File: config.mk
export PLATFORM = sky130hd
export DESIGN_NAME = seqdet_arbiter_flat
export DESIGN_NICKNAME = d
export VERILOG_FILES = /design/src/rtl/seqdet_arbiter_if.sv /design/src/rtl/seqdet_arbiter.sv /design/src/flat_wrapper.sv
export SDC_FILE = /design/constraint.sdc
export NUM_CORES = 1
export LEC_CHECK = 0
export ABC_AREA = 1
export BUFFER_PORTS_ARGS = -buffer_cell sky130_fd_sc_hd__buf_2
export CAP_MARGIN = 20
export CORE_UTILIZATION = 55
export DETAILED_ROUTE_END_ITERATION = 6
export PLACE_DENSITY = 0.85
export REMOVE_ABC_BUFFERS = 1
export SYNTH_ARGS = -nofsm -noshare
export SYNTH_HDL_FRONTEND = slang
export SYNTH_SLANG_ARGS = --single-unit
File: constraint.sdc
create_clock -name clk_i -period 2.13 [get_ports clk_i]
set_clock_uncertainty 0.05 [all_clocks]
set_input_delay 0.3195 -clock clk_i [delete_from_list [all_inputs] [get_ports clk_i]]
set_output_delay 0.3195 -clock clk_i [all_outputs]
set_load 0.02 [all_outputs]
File: src/rtl/seqdet_arbiter_if.sv
// seqdet_arbiter_if: request/serial-data/result bundle between the requester front ends and seqdet_arbiter.
interface seqdet_arbiter_if #(
   parameter int NREQ  = 4,
   parameter int CNT_W = 5
);
   localparam int ID_W = $clog2(NREQ);
   logic [NREQ-1:0]  req;
   logic [NREQ-1:0]  bit_in;
   logic [NREQ-1:0]  bit_vld;
   logic [NREQ-1:0]  gnt;
   logic             res_vld;
   logic [ID_W-1:0]  res_id;
   logic [CNT_W-1:0] res_cnt;
   logic             res_abort;
   logic             res_ack;
   modport master (
      output req, bit_in, bit_vld, res_ack,
      input  gnt, res_vld, res_id, res_cnt, res_abort
   );
   modport slave (
      input  req, bit_in, bit_vld, res_ack,
      output gnt, res_vld, res_id, res_cnt, res_abort
   );
endinterface

File: src/rtl/seqdet_arbiter.sv
// seqdet_arbiter: round-robin share of one Mealy "101" detector across NREQ serial lanes.
// Define SEQDET_OVERLAP_EN for overlapping detection; the default build is non-overlapping.
module seqdet_arbiter #(
   parameter int NREQ      = 4,
   parameter int FRAME_LEN = 16,
   parameter int CNT_W     = 5
) (
   input logic             clk_i,
   input logic             rst_ni,
   seqdet_arbiter_if.slave bus
);
   localparam int ID_W = $clog2(NREQ);
   localparam int BC_W = $clog2(FRAME_LEN);
   typedef enum logic [1:0] {IDLE, STREAM, REPORT} state_e;
   typedef enum logic [1:0] {S0, S1, S2} det_e;
`ifdef SEQDET_OVERLAP_EN
   localparam det_e DET_HIT = S1;
`else
   localparam det_e DET_HIT = S0;
`endif
   state_e           state_q, state_d;
   det_e             det_q, det_d;
   logic [NREQ-1:0]  gnt_q, gnt_d;
   logic [ID_W-1:0]  owner_q, owner_d, rr_ptr_q, rr_ptr_d, win;
   logic [BC_W-1:0]  bcnt_q, bcnt_d;
   logic [CNT_W-1:0] cnt_q, cnt_d;
   logic             abort_q, abort_d, found, v, b, rq, last, hit;
   logic [ID_W:0]    idx;
   // descending scan so the lowest offset from rr_ptr is the last to win
   always_comb begin
      win = '0;
      found = 1'b0;
      idx = '0;
      for (int i = NREQ - 1; i >= 0; i--) begin
         idx = {1'b0, rr_ptr_q} + (ID_W + 1)'(i);
         idx = (idx >= (ID_W + 1)'(NREQ)) ? idx - (ID_W + 1)'(NREQ) : idx;
         if (bus.req[idx[ID_W-1:0]]) begin
            win = idx[ID_W-1:0];
            found = 1'b1;
         end
      end
   end
   assign v    = bus.bit_vld[owner_q];
   assign b    = bus.bit_in[owner_q];
   assign rq   = bus.req[owner_q];
   assign last = bcnt_q == BC_W'(FRAME_LEN - 1);
   assign hit  = det_q == S2 && b;
   always_comb begin
      state_d  = state_q;
      det_d    = det_q;
      gnt_d    = gnt_q;
      owner_d  = owner_q;
      rr_ptr_d = rr_ptr_q;
      bcnt_d   = bcnt_q;
      cnt_d    = cnt_q;
      abort_d  = abort_q;
      case (state_q)
         IDLE: if (found) begin
            state_d  = STREAM;
            gnt_d    = NREQ'(1) << win;
            owner_d  = win;
            rr_ptr_d = (win == ID_W'(NREQ - 1)) ? '0 : win + 1'b1;
            bcnt_d   = '0;
            cnt_d    = '0;
            det_d    = S0;
            abort_d  = 1'b0;
         end
         // a final valid bit takes priority over a simultaneous req drop
         STREAM: if (v && (last || rq)) begin
            bcnt_d  = bcnt_q + 1'b1;
            cnt_d   = cnt_q + CNT_W'(hit && cnt_q != '1);
            det_d   = b ? (det_q == S2 ? DET_HIT : S1) : (det_q == S1 ? S2 : S0);
            state_d = last ? REPORT : STREAM;
            gnt_d   = last ? '0 : gnt_q;
         end else if (!rq) begin
            state_d = REPORT;
            gnt_d   = '0;
            abort_d = 1'b1;
         end
         REPORT: state_d = bus.res_ack ? IDLE : REPORT;
         default: state_d = IDLE;
      endcase
   end
   always_ff @(posedge clk_i) begin
      if (!rst_ni) begin
         state_q  <= IDLE;
         det_q    <= S0;
         gnt_q    <= '0;
         owner_q  <= '0;
         rr_ptr_q <= '0;
         bcnt_q   <= '0;
         cnt_q    <= '0;
         abort_q  <= 1'b0;
      end else begin
         state_q  <= state_d;
         det_q    <= det_d;
         gnt_q    <= gnt_d;
         owner_q  <= owner_d;
         rr_ptr_q <= rr_ptr_d;
         bcnt_q   <= bcnt_d;
         cnt_q    <= cnt_d;
         abort_q  <= abort_d;
      end
   end
   assign bus.gnt       = gnt_q;
   assign bus.res_vld   = state_q == REPORT;
   assign bus.res_id    = owner_q;
   assign bus.res_cnt   = cnt_q;
   assign bus.res_abort = abort_q;
endmodule

File: src/flat_wrapper.sv
// flat-port wrapper written by rule: the top's interface ports become plain ports
module seqdet_arbiter_flat 
#(
   parameter int NREQ      = 4,
   parameter int FRAME_LEN = 16,
   parameter int CNT_W     = 5
)
  (clk_i, rst_ni, bus_req, bus_bit_in, bus_bit_vld, bus_res_ack, bus_gnt, bus_res_vld, bus_res_id, bus_res_cnt, bus_res_abort);
  seqdet_arbiter_if #(.NREQ(NREQ), .CNT_W(CNT_W)) bus_i ();
  input logic clk_i;
  input logic rst_ni;
  input wire logic [$bits(bus_i.req)-1:0] bus_req;
  input wire logic [$bits(bus_i.bit_in)-1:0] bus_bit_in;
  input wire logic [$bits(bus_i.bit_vld)-1:0] bus_bit_vld;
  input wire logic [$bits(bus_i.res_ack)-1:0] bus_res_ack;
  output wire logic [$bits(bus_i.gnt)-1:0] bus_gnt;
  output wire logic [$bits(bus_i.res_vld)-1:0] bus_res_vld;
  output wire logic [$bits(bus_i.res_id)-1:0] bus_res_id;
  output wire logic [$bits(bus_i.res_cnt)-1:0] bus_res_cnt;
  output wire logic [$bits(bus_i.res_abort)-1:0] bus_res_abort;
  assign bus_i.req = bus_req;
  assign bus_i.bit_in = bus_bit_in;
  assign bus_i.bit_vld = bus_bit_vld;
  assign bus_i.res_ack = bus_res_ack;
  assign bus_gnt = bus_i.gnt;
  assign bus_res_vld = bus_i.res_vld;
  assign bus_res_id = bus_i.res_id;
  assign bus_res_cnt = bus_i.res_cnt;
  assign bus_res_abort = bus_i.res_abort;
  seqdet_arbiter #(.NREQ(NREQ), .FRAME_LEN(FRAME_LEN), .CNT_W(CNT_W)) u_core (.clk_i(clk_i), .rst_ni(rst_ni), .bus(bus_i));
endmodule
==> summary.txt <==
Clk sinks: 22
Drt drc: 0
Hold Startpoint: bus_res_ack
Worst hold path class: in -> reg
Worst slew pin tran: 0.363 ns
Kind of critical path: reg -> reg
Achievable Freq: 512 MHz
DRT Pass-1 Iters: 4
Worst endpoint required time: 2.30 ns
Antenna Cells: 0
Hold EP: u_core.state_q[1]
Initial antenna violation count: 0
First-pass GRT wire length: 5200 um
Leak: 0.844 nW
RSZ-0062 raised after global routing: false
Largest net degree at the start of global routing: 15
Post-synthesis sequential area ratio: 0.295
Layout cells sized above 1: 0.234
Buf+Inv Stages, Crit Path: 2
Starting density of the core: 0.592
Wirelength, routed: 3080 um
CTS tree: yes
Reg2reg path depth: 10
Area grow syn2layout: 11.1%
Max VDD drop: 1030 uV
Max Slew Vio Count: 0
Crit Path Max Fanout: 10
Hold-critical path depth: 4
Worst path cell trace: inv_4, o21ai_1, nand2_1, a21oi_1, o21ai_0, nand2_1, inv_1, ha_1, nand3_1, o21ai_1
Pwr dens: 1460 mW/mm2
Vias per cell: 5.26
Final setup TNS: 0 ns
Commonest non-fill, non-tap cell in the layout: nand2_1
R2R setup slack: 0.18 ns
Synth Register Bits: 22
Gate Count Post-Synth: 221
Critical Path Stages: 10
Die Y: 54.1 um
Critical R2R Launch: u_core.rr_ptr_q[0]
Period utilization: 0.917
Area post-placement: 0.00162 mm2
Die W: 54.1 um
Worst skew pair latency: 0.31 ns
Final setup vio count: 0
Post-CTS Setup Bufs: 0
Critical path's slowest cell: dfxtp_2
Bufs on Longest Clock Path: 2
Port buffer count: 27
Yosys warns: 0
CTS resizes: 0
Total track usage: 0.250
Initial DRC Count: 47
Cell variety after synth: 33
Via count: 1463
Final RePlAce weighted congestion: 0.827
R2r endpoint: u_core.rr_ptr_q[1]
# rows: 18
Vias in the first global route: 1223
IO Count: 28
Max cap viols: 0
ANT nets after route: 0
Crit path DAT: 2.13 ns
Layout Nets: 271
Die footprint: 0.00293 mm2
Clk slew on worst S/H paths: 0.12 ns
DR WL/cell: 11.1 um
Cts bufs inserted: 3
CP max stage delay: 0.46 ns
Most frequent cells in the layout: nand2_1 (67), buf_2 (27), nor2_1 (23)
GRT Residual Overflow: 0
Cell area after synthesis: 0.00149 mm2
CTS root buffer: clkbuf_4
Worst slew margin: 0.757
Placeable Area: 0.00252 mm2
Pwr Total: 2.42 mW
Cell area after layout: 0.00166 mm2
Crit-path leading delay family: compound AO/OA/AOI/OAI gates
CP endpoint kind: register
Status: complete, no violations
Min Clock Period, post-route: 1.95 ns
CTS H-tree lvls: 1
Mean Syn Cell Area: 6.76 um2
Dpl hpwl: 2390 um
Final count of hold timing violations: 0
Setup crit start kind: register
# hold bufs at CTS: 0
-- metrics by stage --
| stage | std cells | setup slack (ns) | utilization | hold slack, ns |
|---|---|---|---|---|
| 2_1_floorplan | 215 | 0.142 | - | 0.378 |
| 3_3_place_gp | 274 | 0.116 | 0.642 | 0.391 |
| 3_5_place_dp | 274 | 0.0916 | 0.642 | 0.389 |
| 4_1_cts | 278 | 0.0735 | 0.656 | 0.260 |
| 5_1_grt | 278 | 0.00297 | 0.658 | 0.272 |
| 6_report | 278 | 0.176 | 0.658 | 0.261 |
-- Yosys cell counts, drive strengths merged --
cell type	count	area, um2
inv	20	80.1
and3	1	6.26
xnor2	1	8.76
a31oi	1	6.26
clkbuf	1	3.75
nand3	18	90.1
nor2	24	97.6
a21boi	1	7.51
a21oi	15	93.9
a22oi	4	30.0
nand4	2	12.5
o211ai	1	7.51
dfxtp	22	440
xor2	2	17.5
nor3	3	15.0
ha	7	87.6
nand2	76	328
clkinv	3	13.8
a41oi	1	8.76
o21ai	13	80.1
buf	5	58.8
-- area by class of cell --
class                   instances  area (um2)
well taps                      30        37.5
inverters                      23        93.8
fillers                       248         863
repair buffers                 29         150
multi-input cells             170         897
flip-flops and latches         22         444
clock buffers                   4        36.3
-- cells by family after synthesis --
group | Yosys count | synth area share
AOI/OAI and AO/OA | 36 | 0.157
xor gates and xnor gates | 3 | 0.0176
adders and majority gates | 7 | 0.0586
buffers and inverters | 29 | 0.105
DFF | 22 | 0.295
and+or+nand+nor | 124 | 0.368
-- flip-flops by register name, summed over array words and instances, names as in the netlist --
signal,count
u_core.bcnt_q,4
u_core.bus.gnt,4
u_core.bus.res_abort,1
u_core.bus.res_cnt,5
u_core.bus.res_id,2
u_core.det_q,2
u_core.rr_ptr_q,2
u_core.state_q,2
-- worst register-to-register path, delay by kind of cell, from the launching register on --
family / cells / cell delay, ns
AO/OA/AOI/OAI: 4 / 0.58
adder cells (fa/ha/maj): 1 / 0.29
buffers and inverters: 2 / 0.16
flip-flops: 1 / 0.46
AND/OR/NAND/NOR: 3 / 0.32
-- metal layers --
metal,vias up,share of wire,track usage
li1,773,-,-
met4,0,0.013,0.0769
met5,-,0,0
met1,637,0.48,0.329
met3,5,0.059,0.0593
met2,48,0.45,0.401
-- where the power goes --
group | switching (mW) | internal (mW)
registers | 0.128 | 0.548
clock network | 0.128 | 0.105
logic | 1.01 | 0.501
total | 1.27 | 1.15
-- how the worst max path moves through the flow --
| stage | slack [ns] | to | from |
|---|---|---|---|
| floorplan | 0.14 | u_core.bus.res_cnt[4] | u_core.bus.res_id[0] |
| CTS | 0.07 | u_core.rr_ptr_q[1] | u_core.rr_ptr_q[0] |
| detailed placement | 0.09 | u_core.rr_ptr_q[1] | u_core.rr_ptr_q[0] |
| finish | 0.18 | u_core.rr_ptr_q[1] | u_core.rr_ptr_q[0] |
| global route | 0.003 | u_core.rr_ptr_q[1] | u_core.rr_ptr_q[0] |
| global placement | 0.12 | u_core.rr_ptr_q[1] | u_core.rr_ptr_q[0] |
No activity file was read; power rests on OpenSTA's default activity.
